==> config.mk <==
export PLATFORM = sky130hd
export DESIGN_NAME = add_seq_ctrl
export DESIGN_NICKNAME = d
export VERILOG_FILES = /design/src/rtl/add_seq_ctrl.sv
export SDC_FILE = /design/constraint.sdc
export NUM_CORES = 1
export LEC_CHECK = 0
export ABC_AREA = 1
export BUFFER_PORTS_ARGS = -buffer_cell sky130_fd_sc_hd__buf_2
export CAP_MARGIN = 20
export CELL_PAD_IN_SITES_DETAIL_PLACEMENT = 2
export CELL_PAD_IN_SITES_GLOBAL_PLACEMENT = 2
export CORE_MARGIN = 1.5
export CORE_UTILIZATION = 25
export CTS_CLUSTER_SIZE = 8
export DETAILED_ROUTE_END_ITERATION = 6
export HOLD_SLACK_MARGIN = 0.08
export PLACE_DENSITY = 0.84
export SYNTH_ARGS = -nofsm -noshare
export SYNTH_HDL_FRONTEND = slang
export SYNTH_SLANG_ARGS = --single-unit
==> constraint.sdc <==
create_clock -name clk -period 1.85 [get_ports clk]
set_input_delay 0.185 -clock clk [delete_from_list [all_inputs] [get_ports clk]]
set_output_delay 0.185 -clock clk [all_outputs]
set_load 0.01 [all_outputs]
==> src/rtl/add_seq_ctrl.sv <==
// add_seq_ctrl: sequencing controller in front of a 16-bit adder with a
// ready-based handshake.
//
// Accepts one operand request, registers the operands onto the adder and
// holds add_en high until the adder reports ready. It then captures the sum
// and carry and presents them downstream until res_ready is seen. The
// controller does no arithmetic: captured values pass through bit-exact.
//
// Optional feature, compile-time macro ADD_SEQ_TIMEOUT_EN:
//   when defined, an 8-bit wait counter aborts a transaction after
//   TIMEOUT_CYCLES cycles in WAIT without ready. The result is then zero and
//   res_err is set.
//   When undefined, no counter is built, res_err is tied to 0 and WAIT lasts
//   until ready.

module add_seq_ctrl #(
    parameter int unsigned TIMEOUT_CYCLES = 32
) (
    input  logic        clk,
    input  logic        rst,

    // Upstream request
    input  logic        req_valid,
    output logic        req_ready,
    input  logic [15:0] req_a,
    input  logic [15:0] req_b,
    input  logic        req_cin,

    // Adder side
    output logic        add_en,
    output logic [15:0] A,
    output logic [15:0] B,
    output logic        c_in,
    input  logic        ready,
    input  logic [15:0] Output,
    input  logic        c_out,

    // Downstream result
    output logic        res_valid,
    input  logic        res_ready,
    output logic [15:0] res_sum,
    output logic        res_cout,
    output logic        res_err
);

    // Reject out-of-range timeouts at elaboration; the counter is only 8 bits.
    if ((TIMEOUT_CYCLES < 2) || (TIMEOUT_CYCLES > 255)) begin : g_bad_timeout
        $error("add_seq_ctrl: TIMEOUT_CYCLES must lie in 2..255");
    end

    typedef enum logic [1:0] {
        StIdle,
        StIssue,
        StWait,
        StDone
    } state_e;

    state_e state_q, state_d;

    logic [15:0] a_q;
    logic [15:0] b_q;
    logic        cin_q;
    logic [15:0] sum_q;
    logic        cout_q;

    // The adder's ready only counts once the operands have been on the
    // adder for the ISSUE cycle; a ready seen in ISSUE may be stale.
    logic ready_hit;
    logic tmo_hit;

    assign ready_hit = (state_q == StWait) && ready;

`ifdef ADD_SEQ_TIMEOUT_EN
    localparam logic [7:0] TmoLast = 8'(TIMEOUT_CYCLES - 1);

    logic [7:0] tmo_cnt_q;
    logic       err_q;

    // Ready wins over a timeout landing in the same cycle.
    assign tmo_hit = (state_q == StWait) && !ready && (tmo_cnt_q == TmoLast);

    // Wait counter: cleared while issuing, counts completed WAIT cycles.
    always_ff @(posedge clk or posedge rst) begin
        if (rst) begin
            tmo_cnt_q <= 8'd0;
        end else if (state_q == StIssue) begin
            tmo_cnt_q <= 8'd0;
        end else if (state_q == StWait) begin
            tmo_cnt_q <= tmo_cnt_q + 8'd1;
        end
    end

    // Error flag: set by a timeout, cleared by a real result.
    always_ff @(posedge clk or posedge rst) begin
        if (rst) begin
            err_q <= 1'b0;
        end else if (ready_hit) begin
            err_q <= 1'b0;
        end else if (tmo_hit) begin
            err_q <= 1'b1;
        end
    end

    assign res_err = err_q;
`else
    assign tmo_hit = 1'b0;
    assign res_err = 1'b0;
`endif

    // State register.
    always_ff @(posedge clk or posedge rst) begin
        if (rst) begin
            state_q <= StIdle;
        end else begin
            state_q <= state_d;
        end
    end

    // Next-state logic. DONE always returns through IDLE, so a request can
    // never be taken in the cycle a result is released.
    always_comb begin
        state_d = state_q;
        unique case (state_q)
            StIdle: begin
                if (req_valid) begin
                    state_d = StIssue;
                end
            end
            StIssue: begin
                state_d = StWait;
            end
            StWait: begin
                if (ready_hit || tmo_hit) begin
                    state_d = StDone;
                end
            end
            StDone: begin
                if (res_ready) begin
                    state_d = StIdle;
                end
            end
            default: begin
                state_d = StIdle;
            end
        endcase
    end

    // Outputs decoded from the current state only, so reset clears them at once.
    always_comb begin
        req_ready = 1'b0;
        add_en    = 1'b0;
        res_valid = 1'b0;
        unique case (state_q)
            StIdle:  req_ready = 1'b1;
            StIssue: add_en    = 1'b1;
            StWait:  add_en    = 1'b1;
            StDone:  res_valid = 1'b1;
            default: begin
                req_ready = 1'b0;
            end
        endcase
    end

    // Operand registers: loaded on acceptance, frozen for the rest of the
    // transaction.
    always_ff @(posedge clk or posedge rst) begin
        if (rst) begin
            a_q   <= 16'd0;
            b_q   <= 16'd0;
            cin_q <= 1'b0;
        end else if ((state_q == StIdle) && req_valid) begin
            a_q   <= req_a;
            b_q   <= req_b;
            cin_q <= req_cin;
        end
    end

    // Result registers: capture the adder output on ready, zero on timeout,
    // otherwise hold so DONE presents a stable result.
    always_ff @(posedge clk or posedge rst) begin
        if (rst) begin
            sum_q  <= 16'd0;
            cout_q <= 1'b0;
        end else if (ready_hit) begin
            sum_q  <= Output;
            cout_q <= c_out;
        end else if (tmo_hit) begin
            sum_q  <= 16'd0;
            cout_q <= 1'b0;
        end
    end

    assign A        = a_q;
    assign B        = b_q;
    assign c_in     = cin_q;
    assign res_sum  = sum_q;
    assign res_cout = cout_q;

endmodule

==> flow_metrics.env <==
export IMPL_worstReg2RegStart="state_q[0]$_DFFE_PP0P_"
export IMPL_clock_sinks=52
export IMPL_cts_tree="done"
export IMPL_detail_route_iter0_violations=48
export IMPL_power_switching_mw=1.99
export IMPL_path_class="flip-flop to flip-flop"
export IMPL_grt_pass1_wl_um=11200
export IMPL_drt_total_wl_um=6770
export IMPL_viasPerCell=4.49
export IMPL_core_rowCount=34
export IMPL_clock_fmax_mhz=659
export IMPL_synth_cell_types=15
export IMPL_grtUsageTotal_pct=14.3
export IMPL_insertion_delay_ns=0.30
export IMPL_total_leakage_power_nw=1.73
export IMPL_drive_gt1_share_pct=38.6
export IMPL_coreArea_sq_um=8760
export IMPL_max_clock_path_buffers=2
export IMPL_powerDensity_nw_per_um2=1640
export IMPL_syn_nets=304
export IMPL_synthTopCellsByCount="nand2_1, dfrtp_1, nand3_1, nand3_2, buf_4"
export IMPL_timing_setup_tns_ns=0
export IMPL_grt_pass1_vias=2229
export IMPL_switching_share_pct=40.9
export IMPL_antenna_left=0
export IMPL_cts_inserted_buffers=5
export IMPL_cp_cell_sequence="inv_1 -> ha_1 -> buf_4 -> nand3_1 -> nand2_1"
export IMPL_cp_arrival_ns=1.76
export IMPL_maxCapViolCount=0
export IMPL_port_buffers=107
export IMPL_max_stage_delay_ns=0.41
export IMPL_yosys_warnings=0
export IMPL_synthTopCellsByArea="dfrtp_1, nand2_1, nand3_1"
export IMPL_worst_setup_path_end_kind="flip-flop"
export IMPL_ioPinCount=109
export IMPL_synth_top_flop_cell="dfrtp_1"
export IMPL_reg2reg_setup_slack_ns=0.33
export IMPL_power_internal_mw=2.88
export IMPL_num_vias=2058
export IMPL_grt_antenna_before_repair=0
export IMPL_synth_edf_count=0
export IMPL_period_share_pct=82.0
export IMPL_syn_inst=245
export IMPL_crit_slowest_cell="dfrtp_1"
export IMPL_crit_buf_inv=2
export IMPL_clkTransAtPathRegs_ns=0.09
export IMPL_critical_path_endpoint="res_sum[8]$_DFFE_PP0P_"
export IMPL_post_cts_resized=0
export IMPL_p_comb_share_pct=43.6
export IMPL_hold_depth=3
export IMPL_startpoint_type="flip-flop"
export IMPL_syn_area_sq_um=2270
export IMPL_cp_depth=5
export IMPL_hp_class="input port to flip-flop"
export IMPL_dieArea_sq_um=9640
export IMPL_ir_drop_uv=470
export IMPL_yosys_area_top_type="dfrtp_1"
export IMPL_r2r_end="res_sum[8]$_DFFE_PP0P_"
export IMPL_dp_hpwl_um=5080
export IMPL_ys_seq_area_share_pct=57.4
export IMPL_cts_root_buf="clkbuf_8"
export IMPL_cp_required_ns=2.09
export IMPL_antenna_cells=0
export IMPL_clkPwrFrac_pct=16.0
export IMPL_synth_async_reset_ratio_pct=100
export IMPL_synth_most_common_cell="nand2_1"
export IMPL_die_w_um=98.2
export IMPL_crit_family="buffers and inverters"
export IMPL_area_growth_pct=30.9
export IMPL_initial_core_util_pct=25.9
export IMPL_status="complete, no violations"
export IMPL_drc=0
export IMPL_synth_seq_cells=52
export IMPL_r2r_cells=5
export IMPL_post_drt_wl_per_cell_um=14.8
export IMPL_grt_setup_unrepaired="no"
export IMPL_firstDrtPassIters=4
export IMPL_finClkSkew_ns=0.00673
export IMPL_die_h_um=98.2
export IMPL_syn_avg_cell_area_sq_um=9.25
export IMPL_critPathLaunch="state_q[0]$_DFFE_PP0P_"
export IMPL_nNetsFinal=408
export IMPL_drv_slew=0
export IMPL_grt_overflow=0
export IMPL_grt_max_degree=34
export IMPL_cp_max_fo=12
export IMPL_finalHoldViolations=0
export IMPL_final_util_pct=33.9
export IMPL_setup_viol=0
export IMPL_yosys_area_top_type_share_pct=57.4
export IMPL_seqPwrFrac_pct=40.4
export IMPL_gp_congestion=0.708
export IMPL_htreeDepth=2
export IMPL_fin_crit_ns=1.52
[flip-flops by register name (all words and copies together) (netlist names)]
register / flops
c_in: 1
A: 16
res_cout: 1
res_sum: 16
state_q: 2
B: 16
[power by group through the flow]
| stage | sequential, mW | clock (mW) | combinational [mW] |
|---|---|---|---|
| floorplan | 2.20 | 0 | 1.10 |
| global placement | 1.98 | 0 | 2.08 |
| detailed placement | 2.00 | 0 | 2.19 |
| CTS | 1.98 | 0.809 | 2.19 |
| global route | 2.05 | 0.852 | 2.40 |
| finish | 1.97 | 0.780 | 2.12 |
[worst reg2reg max path, stage by stage (launching register included)]
cell,delay (ns)
dfrtp_1,0.41
inv_1,0.12
ha_1,0.41
buf_4,0.31
nand3_1,0.12
nand2_1,0.09
[cell usage in the layout (no fill, tap or decap)]
master	count
nand2_4	2
nand2_1	107
buf_4	6
inv_2	2
clkbuf_1	1
nand4_1	2
dfrtp_1	52
ha_1	4
clkinv_2	1
clkbuf_8	5
bufinv_16	1
nand2_2	1
conb_1	1
nand3_1	41
inv_1	6
nand3_2	10
dlygate4sd3_1	1
buf_2	107
[cells by family after synthesis]
| group | count (synthesis) | synth area share [%] |
|---|---|---|
| and+or+nand+nor | 163 | 33.0 |
| DFF | 52 | 57.4 |
| buffers and inverters | 25 | 7.18 |
| adders and majority gates | 4 | 2.21 |
| other | 1 | 0.165 |
[area by class of cell]
type,instances,area (sq um)
Timing Repair Buffer,114,591
Clock inverter,2,35.0
Inverter,8,30.0
Multi-Input combinational cell,168,802
Tap cell,108,135
Clock buffer,6,72.6
Sequential cell,52,1300
Fill cell,1011,5800
[stage by stage]
| step | total power [mW] | instance area (sq um) | hold WS [ns] | setup slack, ns | cells |
|---|---|---|---|---|---|
| after floorplan | 3.30 | 2270 | 0.301 | 0.407 | 245 |
| after CTS | 4.99 | 2970 | 0.100 | 0.282 | 458 |
| final | 4.87 | 2970 | 0.104 | 0.333 | 458 |
| after detailed placement | 4.19 | 2850 | 0.229 | 0.304 | 449 |
| after global placement | 4.06 | 2850 | 0.229 | 0.428 | 449 |
| after global routing | 5.30 | 2970 | 0.0907 | 0.198 | 458 |
[layer usage]
metal	vias to the layer above	track usage (%)	part of all wire (%)
met5	-	0	0
met4	0	2.28	0.16
met3	2	3.01	4.6
met2	62	24.9	50
met1	1018	18.6	46
li1	976	-	-
[timing repair]
| item | CTS | global route |
|---|---|---|
| endpoints found under the hold margin | 19 | 0 |
| setup buffers | 0 | 0 |
| hold buffers | 1 | 0 |
[how the worst min path moves through the flow]
stage / from / endpoint / slack, ns
2_1_floorplan: Output[7] / res_sum[7]$_DFFE_PP0P_ / 0.30
4_1_cts: req_b[14] / B[14]$_DFFE_PP0P_ / 0.1
6_report: req_a[0] / A[0]$_DFFE_PP0P_ / 0.10
3_5_place_dp: rst / B[4]$_DFFE_PP0P_ / 0.23
5_1_grt: req_a[1] / A[1]$_DFFE_PP0P_ / 0.09
3_3_place_gp: rst / B[4]$_DFFE_PP0P_ / 0.23
Power figures use the tool's default switching activity.
